<file path="src/rtl/aes_seq_pkg.sv">
// Shared types and helpers for the AES-128 byte sequencer: FSM state encoding,
// block geometry and MSB-first byte selection.
package aes_seq_pkg;

    typedef enum logic [2:0] {
        IDLE    = 3'd0,
        CRST    = 3'd1,
        LOAD    = 3'd2,
        WAIT    = 3'd3,
        COLLECT = 3'd4,
        DONE    = 3'd5
    } seq_state_t;

    localparam int AES_NBYTES  = 16;
    localparam int AES_BLOCK_W = 128;

    // Byte idx of a 128-bit word, byte 0 being bits [127:120].
    function automatic logic [7:0] byte_sel(input logic [AES_BLOCK_W-1:0] vec,
                                            input logic [3:0]             idx);
        logic [AES_NBYTES-1:0][7:0] v;
        v = vec;
        return v[4'd15 - idx];
    endfunction

endpackage

</file>
<file path="src/rtl/aes_seq_bytecnt.sv">
// 4-bit byte index counter with synchronous clear/enable and a last-byte flag;
// used for both the load stream and the ciphertext collection.
module aes_seq_bytecnt
    import aes_seq_pkg::*;
(
    input  logic       clk,
    input  logic       rst_n,
    input  logic       clr,
    input  logic       en,
    output logic [3:0] cnt,
    output logic       last
);

    logic [3:0] cnt_r;

    // Byte index register: clear wins over enable.
    always_ff @(posedge clk) begin
        if (!rst_n) begin
            cnt_r <= 4'd0;
        end else if (clr) begin
            cnt_r <= 4'd0;
        end else if (en) begin
            cnt_r <= cnt_r + 4'd1;
        end else begin
            cnt_r <= cnt_r;
        end
    end

    assign cnt  = cnt_r;
    assign last = (cnt_r == 4'(AES_NBYTES - 1));

endmodule

</file>
<file path="src/rtl/aes_byte_sequencer.sv">
// Drives one AES-128 block through the byte-serial core: reset, 16-byte load, 16-byte collect, handshake.
// Optional abort watchdog in WAIT/COLLECT is compiled in when AES_SEQ_TIMEOUT_EN is defined.
module aes_byte_sequencer
    import aes_seq_pkg::*;
#(
    parameter int NBYTES     = 16,
    parameter int RST_CYCLES = 2,
    parameter int TIMEOUT    = 2048
) (
    input  logic         HCLK,
    input  logic         HRESETn,
    input  logic         start,
    input  logic [127:0] key,
    input  logic [127:0] block_in,
    output logic         busy,
    output logic [127:0] result,
    output logic         result_vld,
    input  logic         result_ack,
    output logic         error,
    output logic         core_rst,
    output logic [7:0]   core_key,
    output logic [7:0]   core_din,
    input  logic [7:0]   core_dout,
    input  logic         core_vld,
    input  logic         core_done
);

    localparam int RST_W = (RST_CYCLES > 1) ? $clog2(RST_CYCLES) : 1;

    seq_state_t                 state_r;
    logic [AES_BLOCK_W-1:0]     key_sh_r;
    logic [AES_BLOCK_W-1:0]     blk_sh_r;
    logic [AES_NBYTES-1:0][7:0] result_r;
    logic                       busy_r;
    logic                       result_vld_r;
    logic                       error_r;
    logic                       core_rst_r;
    logic [7:0]                 core_key_r;
    logic [7:0]                 core_din_r;
    logic [RST_W-1:0]           rst_cnt_r;

    logic [3:0] ld_cnt_s;
    logic [3:0] col_cnt_s;
    logic       ld_last_s;
    logic       col_last_s;
    logic       ld_clr_s;
    logic       ld_en_s;
    logic       col_clr_s;
    logic       col_en_s;
    logic       tmo_hit_s;

    // Counter controls derived from the current state.
    always_comb begin
        ld_clr_s  = (state_r != LOAD);
        ld_en_s   = (state_r == LOAD);
        col_clr_s = (state_r == IDLE);
        col_en_s  = core_vld && ((state_r == WAIT) || (state_r == COLLECT));
    end

    aes_seq_bytecnt u_ld_cnt (
        .clk   (HCLK),
        .rst_n (HRESETn),
        .clr   (ld_clr_s),
        .en    (ld_en_s),
        .cnt   (ld_cnt_s),
        .last  (ld_last_s)
    );

    aes_seq_bytecnt u_col_cnt (
        .clk   (HCLK),
        .rst_n (HRESETn),
        .clr   (col_clr_s),
        .en    (col_en_s),
        .cnt   (col_cnt_s),
        .last  (col_last_s)
    );

`ifdef AES_SEQ_TIMEOUT_EN
    localparam int TMO_W = $clog2(TIMEOUT + 1);

    logic [TMO_W-1:0] tmo_cnt_r;

    // Watchdog: runs only while waiting on the core, zero everywhere else.
    always_ff @(posedge HCLK) begin
        if (!HRESETn) begin
            tmo_cnt_r <= '0;
        end else if ((state_r == WAIT) || (state_r == COLLECT)) begin
            tmo_cnt_r <= tmo_cnt_r + TMO_W'(1);
        end else begin
            tmo_cnt_r <= '0;
        end
    end

    assign tmo_hit_s = ((state_r == WAIT) || (state_r == COLLECT)) &&
                       (tmo_cnt_r == TMO_W'(TIMEOUT - 1));
`else
    assign tmo_hit_s = 1'b0;
`endif

    // Sequencer FSM with all bus- and core-facing outputs registered.
    always_ff @(posedge HCLK) begin
        if (!HRESETn) begin
            state_r      <= IDLE;
            key_sh_r     <= '0;
            blk_sh_r     <= '0;
            result_r     <= '0;
            busy_r       <= 1'b0;
            result_vld_r <= 1'b0;
            error_r      <= 1'b0;
            core_rst_r   <= 1'b1;
            core_key_r   <= 8'd0;
            core_din_r   <= 8'd0;
            rst_cnt_r    <= '0;
        end else begin
            case (state_r)
                IDLE: begin
                    core_rst_r <= 1'b1;
                    core_key_r <= 8'd0;
                    core_din_r <= 8'd0;
                    if (start) begin
                        key_sh_r  <= key;
                        blk_sh_r  <= block_in;
                        busy_r    <= 1'b1;
                        error_r   <= 1'b0;
                        rst_cnt_r <= '0;
                        state_r   <= CRST;
                    end else begin
                        state_r   <= IDLE;
                    end
                end
                CRST: begin
                    if (rst_cnt_r == RST_W'(RST_CYCLES - 1)) begin
                        core_rst_r <= 1'b0;
                        core_key_r <= byte_sel(key_sh_r, 4'd0);
                        core_din_r <= byte_sel(blk_sh_r, 4'd0);
                        state_r    <= LOAD;
                    end else begin
                        rst_cnt_r  <= rst_cnt_r + RST_W'(1);
                    end
                end
                LOAD: begin
                    // Outputs present byte ld_cnt_s now, so preload the next one.
                    if (ld_last_s) begin
                        core_key_r <= 8'd0;
                        core_din_r <= 8'd0;
                        state_r    <= WAIT;
                    end else begin
                        core_key_r <= byte_sel(key_sh_r, ld_cnt_s + 4'd1);
                        core_din_r <= byte_sel(blk_sh_r, ld_cnt_s + 4'd1);
                    end
                end
                WAIT, COLLECT: begin
                    if (tmo_hit_s) begin
                        error_r    <= 1'b1;
                        busy_r     <= 1'b0;
                        core_rst_r <= 1'b1;
                        state_r    <= IDLE;
                    end else if (core_vld) begin
                        result_r[4'd15 - col_cnt_s] <= core_dout;
                        if (col_last_s) begin
                            result_vld_r <= 1'b1;
                            core_rst_r   <= 1'b1;
                            state_r      <= DONE;
                        end else begin
                            state_r      <= COLLECT;
                        end
                    end else begin
                        state_r <= state_r;
                    end
                end
                DONE: begin
                    if (result_ack) begin
                        result_vld_r <= 1'b0;
                        busy_r       <= 1'b0;
                        state_r      <= IDLE;
                    end else begin
                        state_r      <= DONE;
                    end
                end
                default: begin
                    state_r    <= IDLE;
                    core_rst_r <= 1'b1;
                end
            endcase
        end
    end

    assign busy       = busy_r;
    assign result     = result_r;
    assign result_vld = result_vld_r;
    assign error      = error_r;
    assign core_rst   = core_rst_r;
    assign core_key   = core_key_r;
    assign core_din   = core_din_r;

    // core_done is informational only; geometry is fixed at 16 bytes.
    logic unused_cfg_s;
    assign unused_cfg_s = core_done ^ (NBYTES != AES_NBYTES) ^ (TIMEOUT == 0);

endmodule

</file>
<file path="config.mk">
export PLATFORM = sky130hd
export DESIGN_NAME = aes_byte_sequencer
export DESIGN_NICKNAME = d
export VERILOG_FILES = /design/src/rtl/aes_seq_pkg.sv /design/src/rtl/aes_seq_bytecnt.sv /design/src/rtl/aes_byte_sequencer.sv
export SDC_FILE = /design/constraint.sdc
export NUM_CORES = 1
export LEC_CHECK = 0
export BUFFER_PORTS_ARGS = -buffer_cell sky130_fd_sc_hd__buf_2
export CORE_ASPECT_RATIO = 1.75
export CORE_UTILIZATION = 40
export CTS_CLUSTER_SIZE = 28
export DETAILED_ROUTE_END_ITERATION = 8
export PLACE_DENSITY = 0.73
export SLEW_MARGIN = 20
export SYNTH_ARGS = -nofsm -noshare
export SYNTH_HDL_FRONTEND = slang
export SYNTH_HIERARCHICAL = 1
export SYNTH_SLANG_ARGS = --single-unit
</file>
<file path="constraint.sdc">
create_clock -name HCLK -period 3.4 [get_ports HCLK]
set_input_delay 0.68 -clock HCLK [delete_from_list [all_inputs] [get_ports HCLK]]
set_output_delay 0.68 -clock HCLK [all_outputs]
set_load 0.1 [all_outputs]
</file>
==> results.sh, run 1 <==
export IMPL_numCtsBuffers=40
export IMPL_grt_pass1_wl_um=76700
export IMPL_track_usage=0.218
export IMPL_drt_total_wl_um=49700
export IMPL_yosysWarnings=6
export IMPL_top_layer_used="met5"
export IMPL_fp_dieW_um=160
export IMPL_postSynthCellCount=1850
export IMPL_synth_nets=2123
export IMPL_post_route_util=0.495
export IMPL_cp_required_ns=3.82
export IMPL_drt_first_pass_iters=6
export IMPL_wl_met1_um=18700
export IMPL_critPathCaptureType="flop"
export IMPL_cts_resized=0
export IMPL_die_area_um2=44800
export IMPL_cp_top_family="multiplexers"
export IMPL_critical_path_max_stage_delay_ns=0.63
export IMPL_crit_chain="ha_4 > mux4_2 > mux2_2 > o22ai_1 > o21ai_1"
export IMPL_setup_tns_final_ns=0
export IMPL_dpl_hpwl_um=35800
export IMPL_slew_headroom=0.407
export IMPL_setup_violations=0
export IMPL_final_nets=2458
export IMPL_path_class="flop to flop"
export IMPL_met2_length_um=25400
export IMPL_avgRoutedWirePerCell_um=17.8
export IMPL_reg2reg_slack_ns=0.84
export IMPL_power_density_nw_per_um2=518
export IMPL_clk_root_buffer_cell="clkbuf_16"
export IMPL_clkTransAtPathRegs_ns=0.06
export IMPL_insertion_delay_ns=0.55
export IMPL_synth_edf_count=0
export IMPL_leakage_nw=9.46
export IMPL_reg2reg_from="u_ld_cnt/cnt[0]"
export IMPL_wl_met3_um=2810
export IMPL_layout_min_cycle_time_ns=2.56
export IMPL_num_io_pins=418
export IMPL_fin_skew_ns=0.0170
export IMPL_fill_cells=4022
export IMPL_rsz0062_at_grt="no"
export IMPL_cpMaxStageDelayCell="dfxtp_4"
export IMPL_die_y_um=279
export IMPL_grt_pass1_vias=14300
export IMPL_fin_crit_sh=0.752
export IMPL_grt_max_degree=172
export IMPL_avgSynthCellArea_um2=9.49
export IMPL_io_buffers=415
export IMPL_drive_above_1_share=0.276
export IMPL_clockBufferDepth=3
export IMPL_post_cts_setup_buffers=0
export IMPL_path_max_fanout=35
export IMPL_async_flop_share=0
export IMPL_synth_seq_cells=415
export IMPL_status="finished clean"
export IMPL_grt_overflow_total=0
export IMPL_drtAntennaViolNets=0
export IMPL_yosysSeqAreaShare=0.473
export IMPL_gp_congestion=0.819
export IMPL_cts_tree="yes"
export IMPL_fmax_mhz=391
export IMPL_maxCapViolCount=0
export IMPL_layout_common_cells="nand2_1, dfxtp_1, buf_2"
export IMPL_min_to="key_sh_r[19]"
export IMPL_synth_area_um2=17600
export IMPL_vdd_drop_max_mv=0.356
export IMPL_antenna_found_initial=20
export IMPL_dr_first_iter_drc_count=863
export IMPL_reg2reg_depth=5
export IMPL_syn_to_final_growth_pct=22.2
export IMPL_min_path_type="input port to flop"
export IMPL_hp_start="key[19]"
export IMPL_drv_slew=0
export IMPL_synth_cell_type_count=50
export IMPL_drt_vias_per_instance=5.15
export IMPL_cp_arrival_ns=2.98
export IMPL_drc_errors=0
export IMPL_hold_viol_final=0
export IMPL_final_common_cell="nand2_1"
export IMPL_start_util=0.405
export IMPL_hold_path_cell_count=3
export IMPL_hold_buffers=0
export IMPL_max_slew_worst_pin_slew_ns=0.887
export IMPL_cp_start_kind="flop"
export IMPL_cts_sink_count=415
export IMPL_coreArea_um2=43300
export IMPL_synth_main_ff_cell="dfxtp_1"
export IMPL_cp_num_buf_inv=0
export IMPL_rows=101
export IMPL_finalPower_mw=11.1
export IMPL_reg2reg_to="core_key[1]"
export IMPL_htreeDepth=2
export IMPL_via_count=14400
## registers in the layout, summed over array words and instances, names as in the netlist, 3 cells and up
signal         cells
u_ld_cnt/cnt       4
core_key           8
core_din           8
u_col_cnt/cnt      4
blk_sh_r         128
result           128
key_sh_r         128
state_r            3
## through the flow
stage / instance area [um2] / worst slack, ns / std cells / hold WS, ns
floorplan: 17600 / 1.42 / 1850 / 0.432
global placement: 20000 / 0.842 / 2709 / 0.438
detailed placement: 20000 / 0.805 / 2709 / 0.448
CTS: 21400 / 0.790 / 2782 / 0.345
global route: 21400 / 0.700 / 2789 / 0.366
finish: 21500 / 0.845 / 2791 / 0.371
## worst register-to-register path, stage by stage (launching register included)
cell,delay (ns)
dfxtp_4,0.63
ha_4,0.64
mux4_2,0.65
mux2_2,0.28
o22ai_1,0.15
o21ai_1,0.08
## where the power goes
part	total (mW)	leakage [nW]	internal (mW)	switching [mW]
clock	4.85	0.700	2.90	1.95
combinational	1.03	5.38	0.429	0.606
sequential	5.22	3.38	5.09	0.126
## logic make-up (layout without fill, tap and decap cells)
family                     after synthesis  after routing  share of synthesized area
adders and majority gates                3              3                    0.00214
and+or+nand+nor                        725            725                      0.172
xor gates and xnor gates                 4              4                    0.00242
muxes                                  213            213                      0.169
DFF                                    415            415                      0.473
AOI/OAI and AO/OA                      342            342                      0.141
other                                    1             10                   0.000214
buffers and inverters                  147            513                     0.0403
## how the worst max path moves through the flow
stage	start	to	slack, ns	cells past startpoint
detailed placement	u_ld_cnt/cnt[0]	core_key[1]	0.80	5
floorplan	u_ld_cnt/cnt[0]	core_din[0]	1.42	7
global placement	u_ld_cnt/cnt[0]	core_key[6]	0.84	6
CTS	u_ld_cnt/cnt[0]	core_key[1]	0.79	5
global route	u_ld_cnt/cnt[0]	core_key[1]	0.70	5
finish	u_ld_cnt/cnt[0]	core_key[1]	0.84	5
## area by class of cell
class,count,area (um2),share of cell area
clock buffer,58,1180,0.0551
tap,566,708,0.0330
inverter,1,3.75,0.000175
antenna,9,22.5,0.00105
clock inverter,15,256,0.0120
sequential,415,8310,0.387
multi-input combinational,1288,8590,0.400
timing repair buffer,439,2380,0.111
## cell usage after synthesis, types with 9 or more instances
cell type	instances	share of area
nand2_1	653	0.14
dfxtp_1	415	0.47
a21boi_0	242	0.10
mux2i_1	132	0.075
clkbuf_1	66	0.014
buf_2	65	0.019
mux4_2	62	0.080
o21ai_0	23	0.0066
a32oi_1	17	0.0085
mux2_2	17	0.011
o22ai_1	17	0.0061
a21boi_1	16	0.0068
nor2_1	16	0.0034
nor2b_1	11	0.0039
o21ai_1	11	0.0031
nand3_4	9	0.0090
## layer usage
layer,GRT usage,up-vias
met5,0,-
met2,0.392,466
met1,0.236,6788
met4,0.125,20
li1,-,6945
met3,0.0456,141
Note: power is estimated with default switching activity, not from simulation.
==> run 2: changes to the inputs <==
--- a/config.mk
+++ b/config.mk
@@ -5,12 +5,13 @@
 export SDC_FILE = /design/constraint.sdc
 export NUM_CORES = 1
 export LEC_CHECK = 0
+export ABC_AREA = 1
 export BUFFER_PORTS_ARGS = -buffer_cell sky130_fd_sc_hd__buf_2
 export CORE_ASPECT_RATIO = 1.75
 export CORE_UTILIZATION = 40
 export CTS_CLUSTER_SIZE = 28
 export DETAILED_ROUTE_END_ITERATION = 8
-export PLACE_DENSITY = 0.73
+export PLACE_DENSITY = 0.76
 export SLEW_MARGIN = 20
 export SYNTH_ARGS = -nofsm -noshare
 export SYNTH_HDL_FRONTEND = slang
==> constraint.sdc (replaced) <==
create_clock -name HCLK -period 2.3 [get_ports HCLK]
set_input_delay 0.46 -clock HCLK [delete_from_list [all_inputs] [get_ports HCLK]]
set_output_delay 0.46 -clock HCLK [all_outputs]
set_load 0.1 [all_outputs]
==> results.sh, run 2 <==
export IMPL_synth_adder_area_share=0.00212
export IMPL_grt_pass1_vias=17400
export IMPL_synth_xor_area_frac=0.000989
export IMPL_antenna_found_initial=12
export IMPL_rsz0062_at_grt="no"
export IMPL_dp_cells=3337
export IMPL_pre_cts_ws_ns=0.289
export IMPL_insertion_delay_ns=0.53
export IMPL_dpl_hpwl_um=43600
export IMPL_critPathCaptureType="flop"
export IMPL_hp_start="block_in[82]"
export IMPL_hold_viol_final=0
export IMPL_cts_sink_count=415
export IMPL_stdcell_area_um2=21700
export IMPL_drtAntennaViolNets=0
export IMPL_synth_most_common_cell="nand2_1"
export IMPL_fp_dieW_um=161
export IMPL_whs_ns=0.190
export IMPL_grt_overflow_total=0
export IMPL_cts_tree="yes"
export IMPL_post_route_worst_setup_slack_ns=0.289
export IMPL_fmax_mhz=497
export IMPL_synth_nets=2783
export IMPL_post_route_util=0.500
export IMPL_cp_required_ns=2.70
export IMPL_maxCapViolCount=0
export IMPL_yosysWarnings=6
export IMPL_final_nets=3086
export IMPL_drt_vias_per_instance=5.42
export IMPL_hold_path_cell_count=3
export IMPL_reg2reg_from="u_ld_cnt/cnt[1]"
export IMPL_synth_edf_count=0
export IMPL_io_buffers=415
export IMPL_netlist_area_leader_share=0.469
export IMPL_num_io_pins=418
export IMPL_finalPower_mw=20.3
export IMPL_synth_main_ff_cell="dfxtp_1"
export IMPL_drive_above_1_share=0.201
export IMPL_grt_pass1_wl_um=94600
export IMPL_synth_cell_type_count=23
export IMPL_layout_min_cycle_time_ns=2.01
export IMPL_drv_slew=0
export IMPL_clkTransAtPathRegs_ns=0.07
export IMPL_async_flop_share=0
export IMPL_htreeDepth=2
export IMPL_reg2reg_depth=10
export IMPL_synth_compound_area_frac=0.120
export IMPL_hold_buffers=0
export IMPL_drt_total_wl_um=62400
export IMPL_dr_first_iter_drc_count=1648
export IMPL_final_common_cell="nand2_1"
export IMPL_path_max_fanout=18
export IMPL_via_count=18500
export IMPL_drc_errors=0
export IMPL_syn_to_final_growth_pct=22.7
export IMPL_layout_common_cells="nand2_1, nand3_1, a21oi_1"
export IMPL_reg2reg_to="core_din[2]"
export IMPL_synth_top_area_cell="dfxtp_1"
export IMPL_coreArea_um2=43500
export IMPL_postSynthCellCount=2510
export IMPL_synth_top_family_by_area="simple AND/OR/NAND/NOR gates"
export IMPL_crit_path_start="u_ld_cnt/cnt[1]"
export IMPL_die_area_um2=45100
export IMPL_die_y_um=280
export IMPL_reg2reg_slack_ns=0.29
export IMPL_rows=101
export IMPL_start_util=0.407
export IMPL_avgSynthCellArea_um2=7.05
export IMPL_synth_simple_area_share=0.350
export IMPL_min_to="blk_sh_r[82]"
export IMPL_cts_resized=0
export IMPL_synth_seq_cells=415
export IMPL_post_cts_setup_buffers=0
export IMPL_synthMuxAreaShare=0
export IMPL_fin_crit_sh=0.875
export IMPL_cp_arrival_ns=2.42
export IMPL_yosysSeqAreaShare=0.469
export IMPL_track_usage=0.267
export IMPL_place_area_um2=20400
export IMPL_leakage_nw=8.72
export IMPL_setup_violations=0
export IMPL_vdd_drop_max_mv=0.759
export IMPL_clockBufferDepth=3
export IMPL_max_slew_worst_pin_slew_ns=0.618
export IMPL_avgRoutedWirePerCell_um=18.3
export IMPL_min_path_type="input port to flop"
export IMPL_grt_max_degree=101
export IMPL_setup_tns_final_ns=0
export IMPL_status="finished clean"
export IMPL_cp_start_kind="flop"
export IMPL_synth_area_um2=17700
export IMPL_clk_root_buffer_cell="clkbuf_16"
export IMPL_numCtsBuffers=40
export IMPL_fin_cells=3410
export IMPL_drt_first_pass_iters=7
export IMPL_gp_congestion=0.878
export IMPL_slew_headroom=0.591
export IMPL_path_class="flop to flop"
export IMPL_synthTopCellsByCount="nand2_1, nand3_1, a21oi_1, dfxtp_1, clkbuf_1"
export IMPL_synthTopCellsByArea="dfxtp_1, nand3_1, nand2_1, a21oi_1, buf_2"
export IMPL_power_density_nw_per_um2=933
export IMPL_fin_skew_ns=0.00994
run 2: cell count changes in the layout (fill, tap and decap cells not counted), moves of 17 or more:
cell      before  now
mux4_2        62    0
nand2_1      653  739
mux2i_1      132    0
mux2_2        17    0
a21boi_0     242    0
o22ai_1       17    0
nor2_1        15   33
nand3_1        2  631
buf_4         15   39
a21oi_1        6  415
a32oi_1       17    0
run 2: metal layers:
metal,track usage,wire length [um],vias to the layer above
li1,-,-,9028
met1,0.288,22700,8472
met2,0.458,30500,741
met3,0.0618,4640,208
met4,0.187,4520,18
met5,0,105,-
run 2: area by class of cell:
class / instances / area (um2)
Fill cell: 4331 / 21800
Multi-Input combinational cell: 1855 / 8410
Sequential cell: 415 / 8310
Timing Repair Buffer: 477 / 2840
Clock buffer: 56 / 1180
Tap cell: 566 / 708
Clock inverter: 13 / 158
Inverter: 24 / 100
Antenna cell: 4 / 10.0
run 2: critical path, cell delays in order (launching register included):
cell and delay (ns):
dfxtp_1 0.40, ha_2 0.34, inv_2 0.14, buf_12 0.17
nand3_1 0.11, nand3_1 0.16, nand3_1 0.24, nand3_1 0.15
nand2_1 0.06, nand2_1 0.05, a21oi_1 0.06
run 2: worst max-delay path by stage:
stage	slack (ns)	cells after the start	endpoint
detailed placement	0.29	10	core_key[4]
floorplan	0.50	10	core_din[4]
CTS	0.28	10	core_key[7]
global route	0.15	9	core_key[1]
finish	0.29	10	core_din[2]
global placement	0.31	10	core_key[4]
run 2: logic make-up after synthesis:
group / count (synthesis)
adder cells (fa/ha/maj): 3
AO/OA/AOI/OAI: 423
XOR/XNOR: 2
other: 1
buffers and inverters: 240
AND/OR/NAND/NOR: 1426
flip-flops: 415
run 2: report_power, final:
group	leakage [nW]	switching, mW	internal (mW)	total, mW
clock network	0.659	2.88	3.94	6.81
registers	3.38	0.444	7.98	8.42
logic	4.67	3.47	1.55	5.02
